### config.mk
export PLATFORM = sky130hd
export DESIGN_NAME = phase_rom_arbiter
export DESIGN_NICKNAME = d
export VERILOG_FILES = /design/src/rtl/phase_rom_arbiter.sv
export SDC_FILE = /design/constraint.sdc
export NUM_CORES = 1
export LEC_CHECK = 0
export BUFFER_PORTS_ARGS = -buffer_cell sky130_fd_sc_hd__buf_4
export CORE_AREA = 3 3 104 146
export DETAILED_ROUTE_END_ITERATION = 8
export DIE_AREA = 0 0 107 149
export GPL_TIMING_DRIVEN = 0
export MAX_ROUTING_LAYER = met4
export SKIP_CTS_REPAIR_TIMING = 1
export SYNTH_ARGS = -nofsm -noshare
export SYNTH_HDL_FRONTEND = slang
export SYNTH_SLANG_ARGS = --single-unit
### constraint.sdc
create_clock -name clk -period 2.56 [get_ports clk]
set_input_delay 0.384 -clock clk [delete_from_list [all_inputs] [get_ports clk]]
set_output_delay 0.384 -clock clk [all_outputs]
set_load 0.1 [all_outputs]
### src/rtl/phase_rom_arbiter.sv
// Round-robin arbiter sharing one registered coefficient ROM pair between requesters.
// Returns R(k) (optionally conjugated) through a valid/ready response port, one fetch at a time.
module phase_rom_arbiter #(
   parameter int unsigned NUM_REQ    = 4,
   parameter int unsigned DATA_WIDTH = 24,
   parameter int unsigned ADDR_WIDTH = 5,
   parameter int unsigned K_WIDTH    = 6,
   parameter int unsigned ID_WIDTH   = 2
) (
   input  logic                         clk,
   input  logic                         nreset,
   input  logic [NUM_REQ-1:0]           req_valid,
   output logic [NUM_REQ-1:0]           req_ready,
   input  logic [NUM_REQ*K_WIDTH-1:0]   req_k,
   input  logic [NUM_REQ-1:0]           req_inv,
   output logic [ADDR_WIDTH-1:0]        rom_addr,
   input  logic [DATA_WIDTH-1:0]        rom_re_q,
   input  logic [DATA_WIDTH-1:0]        rom_im_q,
   output logic                         resp_valid,
   input  logic                         resp_ready,
   output logic [ID_WIDTH-1:0]          resp_id,
   output logic [DATA_WIDTH-1:0]        resp_re,
   output logic [DATA_WIDTH-1:0]        resp_im,
   output logic                         resp_err
);

   localparam int unsigned K_MAX = (32'd1 << ADDR_WIDTH) + 32'd1;
   localparam logic [DATA_WIDTH-1:0] ONE      = DATA_WIDTH'(1) << (DATA_WIDTH - 2);
   localparam logic [DATA_WIDTH-1:0] NEG_ONE  = DATA_WIDTH'(0) - ONE;
   localparam logic [DATA_WIDTH-1:0] MOST_NEG = {1'b1, {(DATA_WIDTH-1){1'b0}}};
   localparam logic [DATA_WIDTH-1:0] MOST_POS = {1'b0, {(DATA_WIDTH-1){1'b1}}};

   typedef enum logic [1:0] {
      IDLE    = 2'd0,
      FETCH   = 2'd1,
      CAPTURE = 2'd2,
      RESP    = 2'd3
   } state_e;

   state_e                 state_q, state_d;
   logic [ID_WIDTH-1:0]    rr_ptr_q, rr_ptr_d;
   logic [ID_WIDTH-1:0]    id_q, id_d;
   logic [K_WIDTH-1:0]     k_q, k_d;
   logic                   inv_q, inv_d;
   logic [ADDR_WIDTH-1:0]  rom_addr_q, rom_addr_d;
   logic                   resp_valid_q, resp_valid_d;
   logic [ID_WIDTH-1:0]    resp_id_q, resp_id_d;
   logic [DATA_WIDTH-1:0]  resp_re_q, resp_re_d;
   logic [DATA_WIDTH-1:0]  resp_im_q, resp_im_d;
   logic                   resp_err_q, resp_err_d;

   logic                   gnt_found;
   logic [NUM_REQ-1:0]     gnt_vec;
   logic [ID_WIDTH-1:0]    gnt_id;
   logic [K_WIDTH-1:0]     sel_k;
   logic                   sel_inv;

   logic [DATA_WIDTH-1:0]  res_re;
   logic [DATA_WIDTH-1:0]  res_im_raw;
   logic [DATA_WIDTH-1:0]  res_im;
   logic                   res_err;

   // Round-robin scan: indices above rr_ptr first, then wrap to 0..rr_ptr
   always_comb begin
      gnt_found = 1'b0;
      gnt_vec   = '0;
      gnt_id    = '0;
      sel_k     = '0;
      sel_inv   = 1'b0;
      for (int unsigned i = 0; i < NUM_REQ; i++) begin
         if (!gnt_found && req_valid[i] && (i > 32'(rr_ptr_q))) begin
            gnt_found  = 1'b1;
            gnt_vec[i] = 1'b1;
            gnt_id     = ID_WIDTH'(i);
            sel_k      = req_k[i*K_WIDTH +: K_WIDTH];
            sel_inv    = req_inv[i];
         end
      end
      for (int unsigned i = 0; i < NUM_REQ; i++) begin
         if (!gnt_found && req_valid[i] && (i <= 32'(rr_ptr_q))) begin
            gnt_found  = 1'b1;
            gnt_vec[i] = 1'b1;
            gnt_id     = ID_WIDTH'(i);
            sel_k      = req_k[i*K_WIDTH +: K_WIDTH];
            sel_inv    = req_inv[i];
         end
      end
   end

   assign req_ready = (nreset && (state_q == IDLE)) ? gnt_vec : '0;

   // Coefficient selection and saturating conjugate, consumed when leaving CAPTURE
   always_comb begin
      res_re     = ONE;
      res_im_raw = '0;
      res_err    = 1'b0;
      if (k_q == K_WIDTH'(0)) begin
         res_re = ONE;
      end else if (k_q == K_WIDTH'(1)) begin
         res_re = NEG_ONE;
      end else if (32'(k_q) <= K_MAX) begin
         res_re     = rom_re_q;
         res_im_raw = rom_im_q;
      end else begin
         res_err = 1'b1;
      end

      if (inv_q) begin
         res_im = (res_im_raw == MOST_NEG) ? MOST_POS : (DATA_WIDTH'(0) - res_im_raw);
      end else begin
         res_im = res_im_raw;
      end
   end

   // Next-state and register updates
   always_comb begin
      state_d      = state_q;
      rr_ptr_d     = rr_ptr_q;
      id_d         = id_q;
      k_d          = k_q;
      inv_d        = inv_q;
      rom_addr_d   = rom_addr_q;
      resp_valid_d = resp_valid_q;
      resp_id_d    = resp_id_q;
      resp_re_d    = resp_re_q;
      resp_im_d    = resp_im_q;
      resp_err_d   = resp_err_q;

      case (state_q)
         IDLE: begin
            if (gnt_found) begin
               id_d       = gnt_id;
               k_d        = sel_k;
               inv_d      = sel_inv;
               rr_ptr_d   = gnt_id;
               rom_addr_d = (sel_k < K_WIDTH'(2)) ? '0 : ADDR_WIDTH'(sel_k - K_WIDTH'(2));
               state_d    = FETCH;
            end
         end
         FETCH: begin
            state_d = CAPTURE;
         end
         CAPTURE: begin
            resp_valid_d = 1'b1;
            resp_id_d    = id_q;
            resp_re_d    = res_re;
            resp_im_d    = res_im;
            resp_err_d   = res_err;
            state_d      = RESP;
         end
         RESP: begin
            if (resp_ready) begin
               resp_valid_d = 1'b0;
               state_d      = IDLE;
            end
         end
         default: begin
            state_d = IDLE;
         end
      endcase
   end

   always_ff @(posedge clk or negedge nreset) begin
      if (!nreset) begin
         state_q      <= IDLE;
         rr_ptr_q     <= ID_WIDTH'(NUM_REQ - 1);
         id_q         <= '0;
         k_q          <= '0;
         inv_q        <= 1'b0;
         rom_addr_q   <= '0;
         resp_valid_q <= 1'b0;
         resp_id_q    <= '0;
         resp_re_q    <= '0;
         resp_im_q    <= '0;
         resp_err_q   <= 1'b0;
      end else begin
         state_q      <= state_d;
         rr_ptr_q     <= rr_ptr_d;
         id_q         <= id_d;
         k_q          <= k_d;
         inv_q        <= inv_d;
         rom_addr_q   <= rom_addr_d;
         resp_valid_q <= resp_valid_d;
         resp_id_q    <= resp_id_d;
         resp_re_q    <= resp_re_d;
         resp_im_q    <= resp_im_d;
         resp_err_q   <= resp_err_d;
      end
   end

   assign rom_addr   = rom_addr_q;
   assign resp_valid = resp_valid_q;
   assign resp_id    = resp_id_q;
   assign resp_re    = resp_re_q;
   assign resp_im    = resp_im_q;
   assign resp_err   = resp_err_q;

endmodule

==> metrics, run 1 <==
outcome finished clean; CP delay by family, top buffers and inverters; final setup fails 0; Synth area leaders dfrtp_1 (40%), o21ai_0 (5.5%), nand2_1 (4.7%); first-pass GRT wire length ~23000 um; Final nets 766; CTS Buf Count 9; First-pass DRT Iterations 5; Seq/Total Area, Yosys between 40% and 50%; Synth Instances 513; number of synthesized flops with an enable pin 0; hold_ws 0.0690 ns; syn_nets 600; per-cell routed wire length 17.4 um; Syn Area/Cell roughly 8.4 um^2; final worst path period share 96.6%; CP endpoint kind primary output; Post-DP Area 5610 um^2; Port Buffer Count between 100 and 150; WP data required 2.18 ns; Fin Clk Skew 0.00816 ns; TritonCTS Sinks 70; total global-route track usage 19.2%; CP max-delay cell dfstp_2; worst-path cell chain buf_2 -> clkbuf_4 -> a21oi_1 -> o211ai_1 -> buf_4 -> nor2_2 -> buf_4; Slew headroom 34.0%; IO Pins 144; GPL Wtd Cong 0.903; CTS tree yes; layout cell share with drive strength beyond 1 32.6%; Worst Path Buf+Inv 4; 1st-iter DRT viols 309; Clock Tree Root clkbuf_16; Worst-Skew Late Latency 0.34 ns; Die Height 149 um; effective utilization at floorplan 30.7%; Rows 51; total grt overflow 0; GR Util met1 20.8%; cell area after layout roughly 6200 um^2; DR vias 4501; clk slew on worst S/H paths 0.05 ns; share of Yosys cell area claimed by the top area cell type between 30% and 40%; grt met2 use between 30% and 40%; clk buf depth 2; CORE AREA about 14000 um^2; Final Hold Violating Endpoints 0; YS warnings 0; Tmin final 2.47 ns; Synth-to-Final Area Change 44.6%; Hold Crit Class primary input to async pin; fin. max-slew vios 0; post-synthesis cell type count 67; most used routing layer met2; Max Cap Viol 0; Yosys reg bits 70; Die X ~110 um; worst-margin pin slew 0.980 ns; critical path startpoint category register; number of global-route vias before repair 4514; Crit Path Max Fanout 10; number of diodes 0; DRC 0; final setup margin 0.0872 ns; initial antenna violation count 0; Synth async-reset ratio 100%; HPWL after detailed placement 11900 um; most common flop cell mapped by yosys dfrtp_1; via/cell ratio 5.18; Cell Area, Synth 4290 um^2; pre-CTS setup slack -0.650 ns; Largest stage delay, worst path 0.54 ns; Crit path top cell by count buf_4; crit path kind register to primary output; met3 Usage GRT between 5 and 6%; f_max 404 MHz; CP arrival 2.09 ns; post-route ant nets 0; largest net degree at the start of global routing 72; Crit path depth 7; R2R cell count 11; Detailed Route WL 15100 um; area leader, netlist dfrtp_1; die area 15900 um^2; H-tree depth 3
-- final timing paths --
| check | slack (ns) | startpoint | endpoint |
|---|---|---|---|
| max | 0.09 | rr_ptr_q[1] | req_ready[2] |
| min | 0.07 | nreset | resp_re[14] |
| max reg2reg | 0.11 | k_q[1] | resp_im[23] |
| min reg2reg | 0.49 | id_q[0] | id_q[0] |
| max in group asynchronous | 2.05 | nreset | id_q[1] |
| min in group clk | 0.25 | resp_ready | resp_valid |
-- worst register-to-register path: cells and delay by family (launching register included) --
family	cells	cell delay, ns
xor gates and xnor gates	1	0.17
and+or+nand+nor	7	1.20
DFF	1	0.40
buffers and inverters	1	0.16
adders and majority gates	1	0.15
muxes	1	0.26
-- sequential cells by signal, indices dropped and copies added (netlist names) --
register / count
resp_valid: 1
id_q: 2
resp_err: 1
resp_id: 2
inv_q: 1
resp_re: 24
k_q: 6
rom_addr: 5
resp_im: 24
state_q: 2
rr_ptr_q: 2
-- final cells by class --
class	instances	area, um^2
Fill cell	1393	7770
Multi-Input combinational cell	377	2360
Sequential cell	70	1750
Timing Repair Buffer	155	1180
Clock buffer	11	243
Tap cell	185	231
Buffer	33	201
Inverter	33	124
Clock inverter	5	106
-- metal layers --
metal  vias to the layer above  wire length, um
li1                       2179                -
met5                         -                0
met4                         0              319
met3                        20             1100
met2                       198             7850
met1                      2104             5820
-- layout by cell type, fill, tap and decap left out, drive strengths merged, types with 3 or more instances in the layout --
| cell | count |
|---|---|
| mux2 | 4 |
| a31oi | 10 |
| and3b | 3 |
| dfrtp | 68 |
| clkbuf | 32 |
| inv | 33 |
| mux2i | 3 |
| bufinv | 3 |
| o31ai | 7 |
| nor3 | 14 |
| a21o | 6 |
| or3 | 5 |
| nor4 | 6 |
| buf | 167 |
| nor2 | 40 |
| xor2 | 6 |
| a21oi | 40 |
| o21a | 4 |
| nand3 | 40 |
| ha | 4 |
| nand2 | 55 |
| a211oi | 3 |
| and3 | 3 |
| o211ai | 7 |
| o41ai | 3 |
| xnor2 | 8 |
| nor2b | 5 |
| o22ai | 9 |
| o21ai | 48 |
| and2 | 4 |
| o22a | 10 |
-- kinds of logic after synthesis --
| kind of cell | count (synthesis) | share of synthesized area, % |
|---|---|---|
| xor+xnor | 14 | 2.86 |
| flops | 70 | 40.9 |
| mux | 7 | 1.75 |
| compound gates | 162 | 24.3 |
| buf+inv | 66 | 7.00 |
| fa+ha+maj | 4 | 1.17 |
| simple gates | 190 | 22.1 |
-- cell usage after synthesis, drive strengths merged (7+ instances only) --
cell	instances
inv	33
o22ai	9
dfrtp	68
nand2	55
o31ai	7
o21ai	48
xnor2	8
o211ai	7
nor2	40
buf	10
a21oi	40
clkbuf	23
a31oi	10
nand3	40
nor3	14
o22a	10
-- per-stage QoR --
| stage | setup TNS, ns | cells | util (%) |
|---|---|---|---|
| 3_3_place_gp | -13.67 | 839 | 40.1 |
| 6_report | 0 | 869 | 44.4 |
| 4_1_cts | -15.86 | 855 | 42.6 |
| 2_1_floorplan | 0 | 513 | - |
| 5_1_grt | -0.131 | 869 | 44.4 |
| 3_5_place_dp | -14.54 | 839 | 40.1 |
Power of run 1 is not shown: default switching activity piles up to over one toggle a cycle in this logic, so the estimate is an artifact.
==> run 2, diff against run 1 <==
--- a/config.mk
+++ b/config.mk
@@ -11,6 +11,7 @@
 export DIE_AREA = 0 0 107 149
 export GPL_TIMING_DRIVEN = 0
 export MAX_ROUTING_LAYER = met4
+export REMOVE_ABC_BUFFERS = 1
 export SKIP_CTS_REPAIR_TIMING = 1
 export SYNTH_ARGS = -nofsm -noshare
 export SYNTH_HDL_FRONTEND = slang
==> run 2 against run 1 <==
  * Global-route usage shrank 2.4 points
  * Cell count shrank 1.7%
  * Count of clock-buffer cells in the layout shrank 1
  * Maximum frequency shrank 3.2%
  * Worst setup slack lost 0.082 ns
  * Sequential share of layout area grew 0.20 points
  * Critical endpoint is now req_ready[3]
  * Die area is the same
  * Register-to-register slack lost 0.05 ns
  * First-iteration DRC count shrank 17%
==> metrics, run 2 (same netlist as run 1, synthesis figures left out) <==
total grt overflow 0; unrepaired setup endpoints after global routing yes; layout cell share with drive strength beyond 1 33.2%; Util after Layout 44.2%; setup TNS 0 ns; Detailed Route WL between 10000 and 15000 um; DR vias 4429; Port Buffer Count 143; GPL Wtd Cong slightly below 1; DRC 0; Rows 51; Fillers around 1400; CP max-delay cell dfstp_4; grt met2 use around 28%; clk buf depth 2; First-pass DRT Iterations 6; Clock Tree Root clkbuf_16; via/cell ratio 5.19; Fin Clk Skew 0.00825 ns; Final nets 751; clk slew on worst S/H paths about 0.060 ns; worst-path cell chain or3b_4 -> or3_4 -> a21oi_4 -> buf_12; HPWL after detailed placement 9710 um; CP endpoint kind primary output; worst r2r dst resp_im[18]; hold_ws between 0.06 and 0.07 ns; final setup fails 0; RR Startpoint k_q[1]; Max Cap Viol 0; Slew headroom 24.0%; IO Pins ~140; CTS Buf Count 9; flop2flop setup slack 0.06 ns; f_max 391 MHz; worst-margin pin slew about 1.1 ns; H-tree depth 3; GR Util met1 19.3%; met3 Usage GRT 3.81%; CP arrival 2.17 ns; Die Height ~150 um; outcome finished clean; crit path kind register to primary output; CORE AREA ~14000 um^2; most used routing layer met2; Synth-to-Final Area Change 43.9%; number of global-route vias before repair about 4400; die area 15900 um^2; CP delay by family, top simple AND/OR/NAND/NOR gates; per-cell routed wire length roughly 16 um; Worst Path Buf+Inv 1; TritonCTS Sinks 70; commonest cells after routing, fill and taps aside buf_4 (165), dfrtp_1 (68), nand2_1 (51); Hold Crit Class primary input to async pin; post-route ant nets 0; R2R cell count 12; critical path startpoint category register; Tmin final 2.56 ns; Worst-Skew Late Latency 0.33 ns; Largest stage delay, worst path 0.66 ns; Die X about 110 um; final worst path period share between 90 and 100%; first-pass GRT wire length ~21000 um; fin. max-slew vios 0; most frequent standard cell in the layout excluding fill and tap cells buf_4; initial antenna violation count 0; largest net degree at the start of global routing 95; Crit Path Max Fanout 7; effective utilization at floorplan between 30% and 40%; CTS tree yes; number of diodes 0; 1st-iter DRT viols 256; WP data required 2.18 ns; total global-route track usage between 15 and 20%; Final Hold Violating Endpoints 0
==> run 2: stage by stage <==
step / area [um^2] / std cells / setup WS (ns)
4_1_cts: 5780 / 826 / -1.33
3_5_place_dp: 5470 / 810 / -1.33
3_3_place_gp: 5420 / 808 / -2.93
2_1_floorplan: 4120 / 480 / -1.30
6_report: 6180 / 854 / 0.00493
5_1_grt: 6180 / 854 / -0.0709
==> run 2: how the worst max path moves through the flow <==
| stage | startpoint | to | cells after the start |
|---|---|---|---|
| final | rr_ptr_q[1] | req_ready[3] | 4 |
| after global routing | k_q[1] | resp_im[18] | 12 |
| after CTS | k_q[4] | resp_im[23] | 11 |
| after detailed placement | k_q[4] | resp_im[23] | 11 |
| after global placement | k_q[5] | resp_im[1] | 9 |
| after floorplan | k_q[5] | resp_im[1] | 9 |
==> run 2: area by class of cell <==
cell class | count | area [um^2] | area share, %
multi-input combinational | 377 | 2400 | 38.8
tap | 185 | 231 | 3.75
clock inverter | 6 | 70.1 | 1.13
timing repair buffer | 173 | 1360 | 22.0
inverter | 33 | 124 | 2.01
sequential | 70 | 1760 | 28.5
clock buffer | 10 | 239 | 3.87
==> run 2: worst reg2reg max path: stages, from the launching register on <==
cell and delay (ns):
dfrtp_1 0.40, nor4_4 0.27, buf_4 0.18, xnor2_4 0.12, buf_12 0.18, nand2_8 0.06
ha_4 0.17, nand2_4 0.08, nor3_4 0.25, nand2_4 0.13, o21a_1 0.22, o211ai_1 0.20
o21ai_1 0.10
==> run 2: per-layer routing <==
metal  vias up  wire (um)
met1      2051       5430
met3        30       1060
met2       215       6800
met5         -          0
li1       2133          -
met4         0        359
Power of run 2 is left out for the same reason.
==> run 3, diff against run 2 <==
--- a/config.mk
+++ b/config.mk
@@ -6,9 +6,9 @@
 export NUM_CORES = 1
 export LEC_CHECK = 0
 export BUFFER_PORTS_ARGS = -buffer_cell sky130_fd_sc_hd__buf_4
-export CORE_AREA = 3 3 104 146
+export CORE_AREA = 3 3 88 173
 export DETAILED_ROUTE_END_ITERATION = 8
-export DIE_AREA = 0 0 107 149
+export DIE_AREA = 0 0 91 176
 export GPL_TIMING_DRIVEN = 0
 export MAX_ROUTING_LAYER = met4
 export REMOVE_ABC_BUFFERS = 1
==> constraint.sdc (replaced) <==
create_clock -name clk -period 3 [get_ports clk]
set_input_delay 0.45 -clock clk [delete_from_list [all_inputs] [get_ports clk]]
set_output_delay 0.45 -clock clk [all_outputs]
set_load 0.1 [all_outputs]
==> run 3 against run 2 <==
  * Routed wire length rose by 0.61%
  * Worst setup slack better by 0.042 ns
  * Clock skew down 0.0010 ns
  * Global-route usage increased by 0.31 points
  * Cell count is 2.0% lower
  * Count of clock-buffer cells in the layout increased by 1
  * Via count decreased by 1.3%
==> metrics, run 3 (same netlist as run 1, synthesis figures left out) <==
CORE AREA 14000 um^2; Crit Path Max Fanout 16; most frequent standard cell in the layout excluding fill and tap cells buf_4; die area ~16000 um^2; Fillers 1482; number of global-route vias before repair around 4200; via/cell ratio approximately 5.2; final setup fails 0; per-cell routed wire length 16.4 um; Die Height 176 um; Final Hold Violating Endpoints 0; effective utilization at floorplan between 30 and 40%; WP data required 3.18 ns; total global-route track usage 17.1%; Fin Clk Skew 0.00721 ns; Hold Crit Class primary input to async pin; 1st-iter DRT viols 188; clk buf depth 2; CP arrival 3.14 ns; critical path startpoint category register; final worst path period share 98.4%; clk slew on worst S/H paths 0.06 ns; met2 wire len 7490 um; total grt overflow 0; IO Pins 144; RR Startpoint rr_ptr_q[0]; Port Buffer Count 143; flop2flop setup slack 0.05 ns; layout cell share with drive strength beyond 1 between 20% and 30%; Rows about 60; Slew headroom approximately 22%; HPWL after detailed placement 10200 um; met1 WL 4770 um; crit path kind register to register; commonest cells after routing, fill and taps aside buf_4 (149), dfrtp_1 (68), nand2_1 (53); Setup crit end rom_addr[0]; CTS Buf Count 9; Worst-Skew Late Latency ~0.33 ns; DR vias approximately 4400; worst r2r dst rom_addr[0]; GPL Wtd Cong 0.921; R2R cell count 7; Highest Signal Layer met4; DRC 0; setup TNS 0 ns; first-pass GRT wire length roughly 21000 um; initial antenna violation count 0; Synth-to-Final Area Change 37.6%; pre-CTS setup slack -1.08 ns; CP Launch Point rr_ptr_q[0]; fin. max-slew vios 0; TritonCTS Sinks 70; Die X 91 um; Detailed Route WL approximately 14000 um; outcome finished clean; Max Cap Viol 0; final setup margin 0.0469 ns; Tmin final 2.95 ns; First-pass DRT Iterations 6; hold_ws 0.256 ns; number of diodes 0; CTS tree yes; Final nets 731; worst-margin pin slew 1.16 ns; met3 WL 682 um; f_max 339 MHz; Clock Tree Root clkbuf_16; largest net degree at the start of global routing 95; post-route ant nets 0; H-tree depth 3; CP endpoint kind register
run 3: routing by layer:
metal  up-vias  GRT usage [%]
li1       2100              -
met1      2038           16.1
met2       185           31.2
met3        47           2.69
met4         0           11.6
met5         -              -
run 3: worst min-delay path by stage:
stage | depth (start not counted) | from | to | slack [ns]
6_report | 1 | nreset | resp_im[18] | 0.26
5_1_grt | 2 | resp_ready | resp_valid | 0.31
4_1_cts | 1 | nreset | resp_im[18] | 0.29
3_5_place_dp | 2 | k_q[0] | k_q[0] | 0.47
3_3_place_gp | 1 | id_q[1] | id_q[1] | 0.46
2_1_floorplan | 0 | nreset | id_q[0] | 0.15
run 3: stage by stage:
step | instance area (um^2) | util (%) | std cells
3_5_place_dp | 5470 | 39.0 | 814
2_1_floorplan | 4120 | - | 480
5_1_grt | 5910 | 42.1 | 837
6_report | 5910 | 42.1 | 837
4_1_cts | 5760 | 41.0 | 829
3_3_place_gp | 5430 | 38.6 | 812
run 3: area by class of cell:
type	count	area (um^2)	share of cell area, %
Tap cell	189	236	4.00
Inverter	33	124	2.10
Timing Repair Buffer	153	1180	20.0
Clock inverter	4	47.5	0.805
Sequential cell	70	1760	29.8
Multi-Input combinational cell	377	2320	39.2
Clock buffer	11	243	4.11
run 3: critical path, cell delays in order (launching register included):
cell and delay, ns:
dfstp_2 0.45, nand2b_1 0.22, a22o_1 0.32, and2_1 0.25, a222oi_1 0.74, o211ai_1 0.30, nor4_1 0.43, o31ai_1 0.11
Power of run 3 is left out for the same reason.
